## src/rtl/alu_seq.sv

```systemverilog
// alu_seq: sequential ALU with valid/ready handshakes.
// Single-cycle ops (add/sub/not/and/or/xor/slt/eq) and illegal opcodes complete
// on the accept edge. Shifts move one bit per cycle. The optional shift-add
// multiplier is enabled with `define ALU_SEQ_MUL_EN.
// For iterative ops, the first step happens on the accept edge.
module alu_seq #(
  parameter int WIDTH = 8,
  parameter int SHW   = $clog2(WIDTH)
) (
  input  logic             clk,
  input  logic             rst,
  input  logic             in_valid,
  output logic             in_ready,
  input  logic [WIDTH-1:0] a,
  input  logic [WIDTH-1:0] b,
  input  logic [3:0]       opt,
  output logic             out_valid,
  input  logic             out_ready,
  output logic [WIDTH-1:0] y,
  output logic [3:0]       flags,
  output logic             err
);
  localparam int CW = SHW + 1;
  localparam int M  = WIDTH - 1;

  typedef enum logic [1:0] {IDLE, BUSY, DONE} state_t;

  state_t           state_q, state_d;
  logic [3:0]       op_q, op_d;
  logic [WIDTH-1:0] work_q, work_d;   // shift operand, or low product half / multiplier
  logic [CW-1:0]    cnt_q, cnt_d;     // steps remaining, including the current one
  logic [WIDTH-1:0] y_q, y_d;
  logic [3:0]       flags_q, flags_d;
  logic             err_q, err_d;
`ifdef ALU_SEQ_MUL_EN
  logic [WIDTH-1:0] hi_q, hi_d, mcand_q, mcand_d;
  logic [WIDTH-1:0] sh, sm, nh;
  logic [WIDTH:0]   psum;
`endif

  logic             accept;
  logic [WIDTH:0]   sum, diff;
  logic             add_v, sub_v;
  logic [WIDTH-1:0] c_y;
  logic             c_c, c_v, c_err;
  logic [WIDTH-1:0] sw, nxt;
  logic [CW-1:0]    sc;
  logic [3:0]       sop;
  logic             do_step, bit_o;

  assign in_ready  = (state_q == IDLE) || ((state_q == DONE) && out_ready);
  assign out_valid = (state_q == DONE);
  assign accept    = in_valid && in_ready;
  assign y         = y_q;
  assign flags     = flags_q;
  assign err       = err_q;

  // Single-cycle result straight from the request inputs.
  always_comb begin
    sum   = {1'b0, a} + {1'b0, b};
    diff  = {1'b0, a} - {1'b0, b};
    add_v = (a[M] == b[M]) && (sum[M] != a[M]);
    sub_v = (a[M] != b[M]) && (diff[M] != a[M]);
    c_y   = '0;
    c_c   = 1'b0;
    c_v   = 1'b0;
    c_err = 1'b0;
    case (opt)
      4'd0: begin c_y = sum[M:0];  c_c = sum[WIDTH];   c_v = add_v; end
      4'd1: begin c_y = diff[M:0]; c_c = ~diff[WIDTH]; c_v = sub_v; end
      4'd2: c_y = ~a;
      4'd3: c_y = a & b;
      4'd4: c_y = a | b;
      4'd5: c_y = a ^ b;
      4'd6: begin
        c_y = {{(WIDTH-1){1'b0}}, diff[M] ^ sub_v};
        c_c = ~diff[WIDTH];
        c_v = sub_v;
      end
      4'd7: c_y = {{(WIDTH-1){1'b0}}, (a == b)};
      default: c_err = 1'b1;
    endcase
  end

  // Next state: launch on accept, iterate in BUSY, hold result in DONE.
  always_comb begin
    state_d = state_q;
    op_d    = op_q;
    work_d  = work_q;
    cnt_d   = cnt_q;
    y_d     = y_q;
    flags_d = flags_q;
    err_d   = err_q;
    sw      = work_q;
    sc      = cnt_q;
    sop     = op_q;
    do_step = 1'b0;
    nxt     = work_q;
    bit_o   = 1'b0;
`ifdef ALU_SEQ_MUL_EN
    hi_d    = hi_q;
    mcand_d = mcand_q;
    sh      = hi_q;
    sm      = mcand_q;
    psum    = '0;
    nh      = hi_q;
`endif
    if (state_q == BUSY) begin
      do_step = 1'b1;
    end else begin
      if (state_q == DONE && out_ready) state_d = IDLE;
      if (accept) begin
        op_d = opt;
        sop  = opt;
        if (opt == 4'd8 || opt == 4'd9 || opt == 4'd10) begin
          sw = a;
          sc = {1'b0, b[SHW-1:0]};
          if (b[SHW-1:0] == '0) begin
            y_d     = a;
            flags_d = {a[M], (a == '0), 2'b00};
            err_d   = 1'b0;
            state_d = DONE;
          end else begin
            do_step = 1'b1;
          end
        end
`ifdef ALU_SEQ_MUL_EN
        else if (opt == 4'd11) begin
          sw      = b;
          sh      = '0;
          sm      = a;
          sc      = CW'(WIDTH);
          do_step = 1'b1;
        end
`endif
        else begin
          y_d     = c_y;
          flags_d = {c_y[M], (c_y == '0), c_c, c_v};
          err_d   = c_err;
          state_d = DONE;
        end
      end
    end

    if (do_step) begin
      case (sop)
        4'd8:  begin nxt = {sw[M-1:0], 1'b0}; bit_o = sw[M]; end
        4'd9:  begin nxt = {1'b0, sw[M:1]};   bit_o = sw[0]; end
        4'd10: begin nxt = {sw[M], sw[M:1]};  bit_o = sw[0]; end
        default: begin
`ifdef ALU_SEQ_MUL_EN
          psum    = {1'b0, sh} + (sw[0] ? {1'b0, sm} : '0);
          nh      = psum[WIDTH:1];
          nxt     = {psum[0], sw[M:1]};
          bit_o   = |nh;
          hi_d    = nh;
          mcand_d = sm;
`endif
        end
      endcase
      work_d = nxt;
      cnt_d  = sc - CW'(1);
      if (sc <= CW'(1)) begin
        y_d     = nxt;
        flags_d = {nxt[M], (nxt == '0), bit_o, 1'b0};
        err_d   = 1'b0;
        state_d = DONE;
      end else begin
        state_d = BUSY;
      end
    end
  end

  // State register; reset discards any in-flight work.
  always_ff @(posedge clk) begin
    if (rst) begin
      state_q <= IDLE;
      op_q    <= '0;
      work_q  <= '0;
      cnt_q   <= '0;
      y_q     <= '0;
      flags_q <= '0;
      err_q   <= 1'b0;
`ifdef ALU_SEQ_MUL_EN
      hi_q    <= '0;
      mcand_q <= '0;
`endif
    end else begin
      state_q <= state_d;
      op_q    <= op_d;
      work_q  <= work_d;
      cnt_q   <= cnt_d;
      y_q     <= y_d;
      flags_q <= flags_d;
      err_q   <= err_d;
`ifdef ALU_SEQ_MUL_EN
      hi_q    <= hi_d;
      mcand_q <= mcand_d;
`endif
    end
  end
endmodule

```

## config.mk

```make
export PLATFORM = sky130hd
export DESIGN_NAME = alu_seq
export DESIGN_NICKNAME = d
export VERILOG_FILES = /design/src/rtl/alu_seq.sv
export SDC_FILE = /design/constraint.sdc
export NUM_CORES = 1
export LEC_CHECK = 0
export ABC_AREA = 1
export CELL_PAD_IN_SITES_DETAIL_PLACEMENT = 0
export CELL_PAD_IN_SITES_GLOBAL_PLACEMENT = 1
export CORE_MARGIN = 5
export CORE_UTILIZATION = 41
export DETAILED_ROUTE_END_ITERATION = 8
export GPL_ROUTABILITY_DRIVEN = 1
export GPL_TIMING_DRIVEN = 1
export PLACE_DENSITY_LB_ADDON = 0.1
export SYNTH_ARGS = -nofsm -noshare
export SYNTH_HDL_FRONTEND = slang
export SYNTH_SLANG_ARGS = --single-unit
```

## constraint.sdc

```tcl
create_clock -name clk -period 4 [get_ports clk]
set_clock_uncertainty 0.1 [all_clocks]
set_input_delay 0.4 -clock clk [delete_from_list [all_inputs] [get_ports clk]]
set_output_delay 0.4 -clock clk [all_outputs]
set_load 0.1 [all_outputs]
```

==> flow_summary.json, run 1 <==
{
  "status": "completed",
  "final_hold_viol_count": 0,
  "overflow": 0,
  "post-cts-setup-buffers": 0,
  "ff2ff_path_depth": 14,
  "area_delta_synth_final_pct": 17.8,
  "hp-class": "reg2reg",
  "p_leak_nw": 1.88,
  "ctsResizeCount": 0,
  "cp_max_fo": 4,
  "setup_viol": 0,
  "gp_congestion": 0.930,
  "diodes": 0,
  "yosysTopAreaCell": "dfxtp_1",
  "fin_crit_ps": 3500,
  "r2r_setup_slack_ps": 1490,
  "cp.arrival_ps": 3590,
  "drt-pass1-iter-count": 5,
  "grt_pass1_vias": 3448,
  "vias_per_cell": 5.38,
  "yosys-top-cells-count": "nand2_1 (116), nand3_1 (62), inv_1 (60)",
  "yosysWarnings": 0,
  "first_iter_violations": 232,
  "maxClockFrequency_mhz": 286,
  "clkTransAtPathRegs_ps": 80,
  "async_reset_ff_frac": 0,
  "insertion_delay_ps": 290,
  "core_um2": 8130,
  "die-area_um2": 10200,
  "start_util": 0.418,
  "port_buffers": 38,
  "whs_path_depth": 2,
  "ant_nets": 0,
  "maxCapViolations": 0,
  "final_nets": 622,
  "cts_buffer_depth": 2,
  "peakVddDrop_mv": 0.148,
  "hp-start": "err",
  "endpoint_kind": "flip-flop",
  "synth-seq-area-share": 0.183,
  "yosysTopAreaCellShare": 0.183,
  "die_x_um": 101,
  "syn-cell-area_um2": 3400,
  "hold_slack_ps": 363,
  "criticalPathCategory": "in2reg",
  "grt_setup_unrepaired": "no",
  "syn_nets": 580,
  "hold_buffers": 0,
  "fin_setup_tns_ps": 0,
  "vias": 3631,
  "worstSetupStartpointType": "primary input",
  "synth_most_common_cell": "nand2_1",
  "h-tree-depth": 2,
  "synth-edff-count": 0,
  "numCtsBuffers": 5,
  "drt_wl_total_um": 10900,
  "p_per_area_nw_per_um2": 308,
  "die_h_um": 101,
  "antenna_found_initial": 0,
  "relSlewSlack": 0.351,
  "grt_max_degree": 22,
  "post_synth_num_cell_types": 46,
  "timing.rr.end": "y[5]",
  "place_hpwl_um": 8710,
  "track_usage": 0.219,
  "cts.sinks": 31,
  "r2r_start": "state_q[1]",
  "io_pins": 39,
  "drc": 0,
  "synthFlopType": "dfxtp_1",
  "cts_tree": "built",
  "worst_pin_slew_ps": 970,
  "layout-drive-gt1-share": 0.118,
  "num_rows": 33,
  "min_to": "err",
  "synth_seq_cells": 31,
  "routedWlPerCell_um": 16.1,
  "synth.avg_cell_area_um2": 6.45,
  "final-max-slew-violation-count": 0,
  "grt_first_pass_wirelength_um": 17600,
  "syn-instance-count": 527,
  "required_ps": 4090,
  "clockRootBuffer": "clkbuf_8",
  "synthTopCellsByArea": "dfxtp_1 (18%), nand2_1 (13%), ha_1 (9.6%)",
  "period_share": 0.874
}
-- cell families (layout without fill, tap and decap cells) --
logic type	after synthesis	after routing	synth area share
AOI/OAI and AO/OA	114	114	0.196
buffers and inverters	76	119	0.0983
xor gates and xnor gates	4	4	0.0103
adders and majority gates	29	29	0.113
and+or+nand+nor	273	273	0.400
DFF	31	31	0.183
-- layout by cell type (no fill, tap or decap), types with 6 or more instances in the layout --
master and n:
nor2_2 9, clkdlybuf4s50_1 37, nand3_1 62, nand2_1 116, o22ai_1 12, nand2_4 6, clkbuf_8 6, o21ai_0 40
nor2_1 49, inv_1 60, ha_1 26, a21oi_1 33, buf_4 10, dfxtp_1 31, nand2_2 6
-- sequential cells by signal, indices dropped and copies added, names as in the netlist --
register	count
op_q	4
cnt_q	4
work_q	8
state_q	2
flags	4
err	1
y	8
-- report_power, final --
group | switching [mW] | internal, mW
Clock | 0.131 | 0.202
Sequential | 0.0192 | 0.336
Combinational | 0.379 | 0.167
-- metal layers --
layer,GRT usage,wire (um)
met5,0,0
met4,0.0327,82
met3,0.0339,751
met2,0.356,4850
met1,0.311,5200
-- critical path: stages --
cell and delay, ps:
clkdlybuf4s50_1 540, inv_1 110, ha_1 320, inv_1 100, nand3b_1 80, nand2_1 110
a21boi_0 110, or2_2 280, inv_1 70, nor2_1 40, o21bai_1 160, fa_1 460
nand2_1 90, nand2_1 50, nor3_1 170, nand3_1 110, o21bai_1 200, a21oi_1 150
nor2_1 50
-- through the flow --
step | cell area, um^2 | util | instances | power [mW] | setup slack, ps
6_report | 4000 | 0.492 | 675 | 1.23 | 504
5_1_grt | 4000 | 0.492 | 675 | 1.31 | 157
4_1_cts | 4000 | 0.492 | 675 | 1.23 | 508
3_5_place_dp | 3880 | 0.478 | 667 | 0.903 | 205
3_3_place_gp | 3880 | 0.478 | 667 | 0.902 | 284
2_1_floorplan | 3400 | - | 527 | 0.761 | 932
-- cell type report --
| type | count | area (um^2) |
|---|---|---|
| sequential | 31 | 621 |
| multi-input combinational | 420 | 2440 |
| timing repair buffer | 47 | 445 |
| clock inverter | 2 | 35.0 |
| fill | 860 | 4130 |
| inverter | 64 | 244 |
| clock buffer | 6 | 82.6 |
| tap | 105 | 131 |
-- worst max path at each step --
stage	start	endpoint	slack, ps
after floorplan	a[2]	y[7]	930
final	a[2]	y[7]	500
after CTS	a[2]	y[7]	510
after global placement	a[2]	y[7]	280
after global routing	a[2]	y[7]	160
after detailed placement	a[2]	y[7]	210
(Power assumes the default switching activity.)
==> inputs of run 2 (changes only) <==
CORE_MARGIN = 3   (was 5)
SKIP_LAST_GASP = 1   (was default)
clock period = 3.25 ns   (was 4 ns; I/O delays follow)
==> run 2 against run 1 <==
  * Power grew 28%
  * Critical path depth is the same
  * Register-to-register slack lost 540 ps
  * Clock-buffer cell count is the same
  * Global-route usage grew 0.99 points
  * Core utilization grew 5.3 points
  * Critical endpoint unchanged
  * Sequential share of layout area shrank 1.1 points
  * Via count grew 5.5%
  * Cell area grew 7.4%
  * Clock power grew 23%
==> flow_summary.json, run 2 (synthesized netlist as in run 1, its figures left out) <==
{
  "hp-class": "reg2reg",
  "num_rows": 32,
  "clockRootBuffer": "clkbuf_8",
  "placed_area_um2": 4120,
  "final_hold_viol_count": 0,
  "fin_setup_tns_ps": 0,
  "final_area_um2": 4300,
  "drt-pass1-iter-count": 5,
  "port_buffers": 38,
  "die-area_um2": 9420,
  "place_hpwl_um": 9010,
  "layout_common_cells": "nand2_1 (115), nand3_1 (62), inv_1 (57), nor2_1 (49), buf_4 (45)",
  "overflow": 0,
  "grt_first_pass_wirelength_um": 17400,
  "grt_max_degree": 22,
  "drt_wl_total_um": 11200,
  "setup_viol": 0,
  "hold_buffers": 0,
  "vias": 3832,
  "final-max-slew-violation-count": 0,
  "peakVddDrop_mv": 0.241,
  "clkTransAtPathRegs_ps": 70,
  "first_iter_violations": 268,
  "cp_max_fo": 2,
  "period_share": 0.956,
  "area_delta_synth_final_pct": 26.5,
  "fin_crit_ps": 3110,
  "required_ps": 3340,
  "cp.arrival_ps": 3200,
  "antenna_found_initial": 0,
  "ant_nets": 0,
  "cts_tree": "built",
  "layout-drive-gt1-share": 0.184,
  "cts_buffer_depth": 2,
  "numCtsBuffers": 5,
  "pre_cts_ws_ps": -310,
  "gp_congestion": 0.944,
  "layout_commonest_cell": "nand2_1",
  "drc": 0,
  "grt_pass1_vias": 3377,
  "routedWlPerCell_um": 15.9,
  "p_per_area_nw_per_um2": 367,
  "insertion_delay_ps": 290,
  "setup_slack_ps": 143,
  "track_usage": 0.229,
  "worstSetupStartpointType": "primary input",
  "maxClockFrequency_mhz": 322,
  "maxCapViolations": 0,
  "die_x_um": 97.0,
  "diodes": 0,
  "vias_per_cell": 5.43,
  "status": "completed",
  "die_h_um": 97.0,
  "final_nets": 656,
  "io_pins": 39,
  "criticalPathCategory": "in2reg",
  "relSlewSlack": 0.345,
  "start_util": 0.431,
  "cts.sinks": 31,
  "worst_pin_slew_ps": 979,
  "core_um2": 7890,
  "h-tree-depth": 2,
  "p_leak_nw": 2.05,
  "endpoint_kind": "flip-flop"
}
[run 2: changes by cell type in the layout (fill, tap and decap cells not counted), sizes merged]
cell           before  now
clkdlybuf4s50      37   36
buf                10   45
[run 2: path summary, 6_finish.rpt]
kind,startpoint,slack [ps],cells after the start,end
hold / removal,err,370,2,err
setup / recovery,b[1],140,19,y[7]
hold reg to reg,err,370,2,err
setup reg to reg,state_q[0],950,13,flags[2]
[run 2: metrics by stage]
stage,hold slack [ps],util,std cells,power [mW]
final,371,0.545,706,1.58
after global routing,394,0.545,706,1.66
after CTS,370,0.539,704,1.56
after detailed placement,360,0.522,696,1.15
after global placement,353,0.522,696,1.15
after floorplan,294,-,527,0.936
[run 2: routing by layer]
layer / vias up / GRT usage / wire (um)
met4: 0 / 0.0421 / 121
met3: 9 / 0.0296 / 674
met2: 117 / 0.353 / 5020
li1: 1907 / - / -
met5: - / 0 / 0
met1: 1799 / 0.343 / 5420
[run 2: critical path, stage by stage]
cell,delay [ps]
clkdlybuf4s50_1,470
inv_1,60
ha_1,310
inv_1,70
nand3b_1,80
nand2_2,80
a21boi_1,70
or2_2,280
inv_2,60
nor2_1,30
o21bai_1,160
fa_1,450
nand2_1,80
nand2_1,60
nor3_2,100
nand3_1,130
o21bai_4,200
a21oi_2,130
nor2_1,50
[run 2: layout make-up]
cell class,instances,area [um^2]
fill,775,3590
tap,102,128
multi-input combinational,420,2490
timing repair buffer,81,698
inverter,64,244
sequential,31,621
clock inverter,2,35.0
clock buffer,6,82.6
[run 2: power by group]
group          leakage, nW  total (mW)  internal [mW]  switching (mW)
Sequential           0.254       0.438          0.413          0.0248
Combinational         1.73       0.728          0.247           0.482
Clock               0.0612       0.410          0.248           0.162
[run 2: timing repair]
item | in CTS | in global routing
pin swaps | 4 | 6
endpoints found under the setup margin | 1 | 5
buffers inserted | 0 | 2
endpoints found under the hold margin | 0 | 0
gates resized for setup | 3 | 7
==> inputs of run 3 (changes only) <==
TNS_END_PERCENT = 1   (was default)
==> results of run 3 <==
No change in the layout: final DEF, timing and power equal those of run 2.
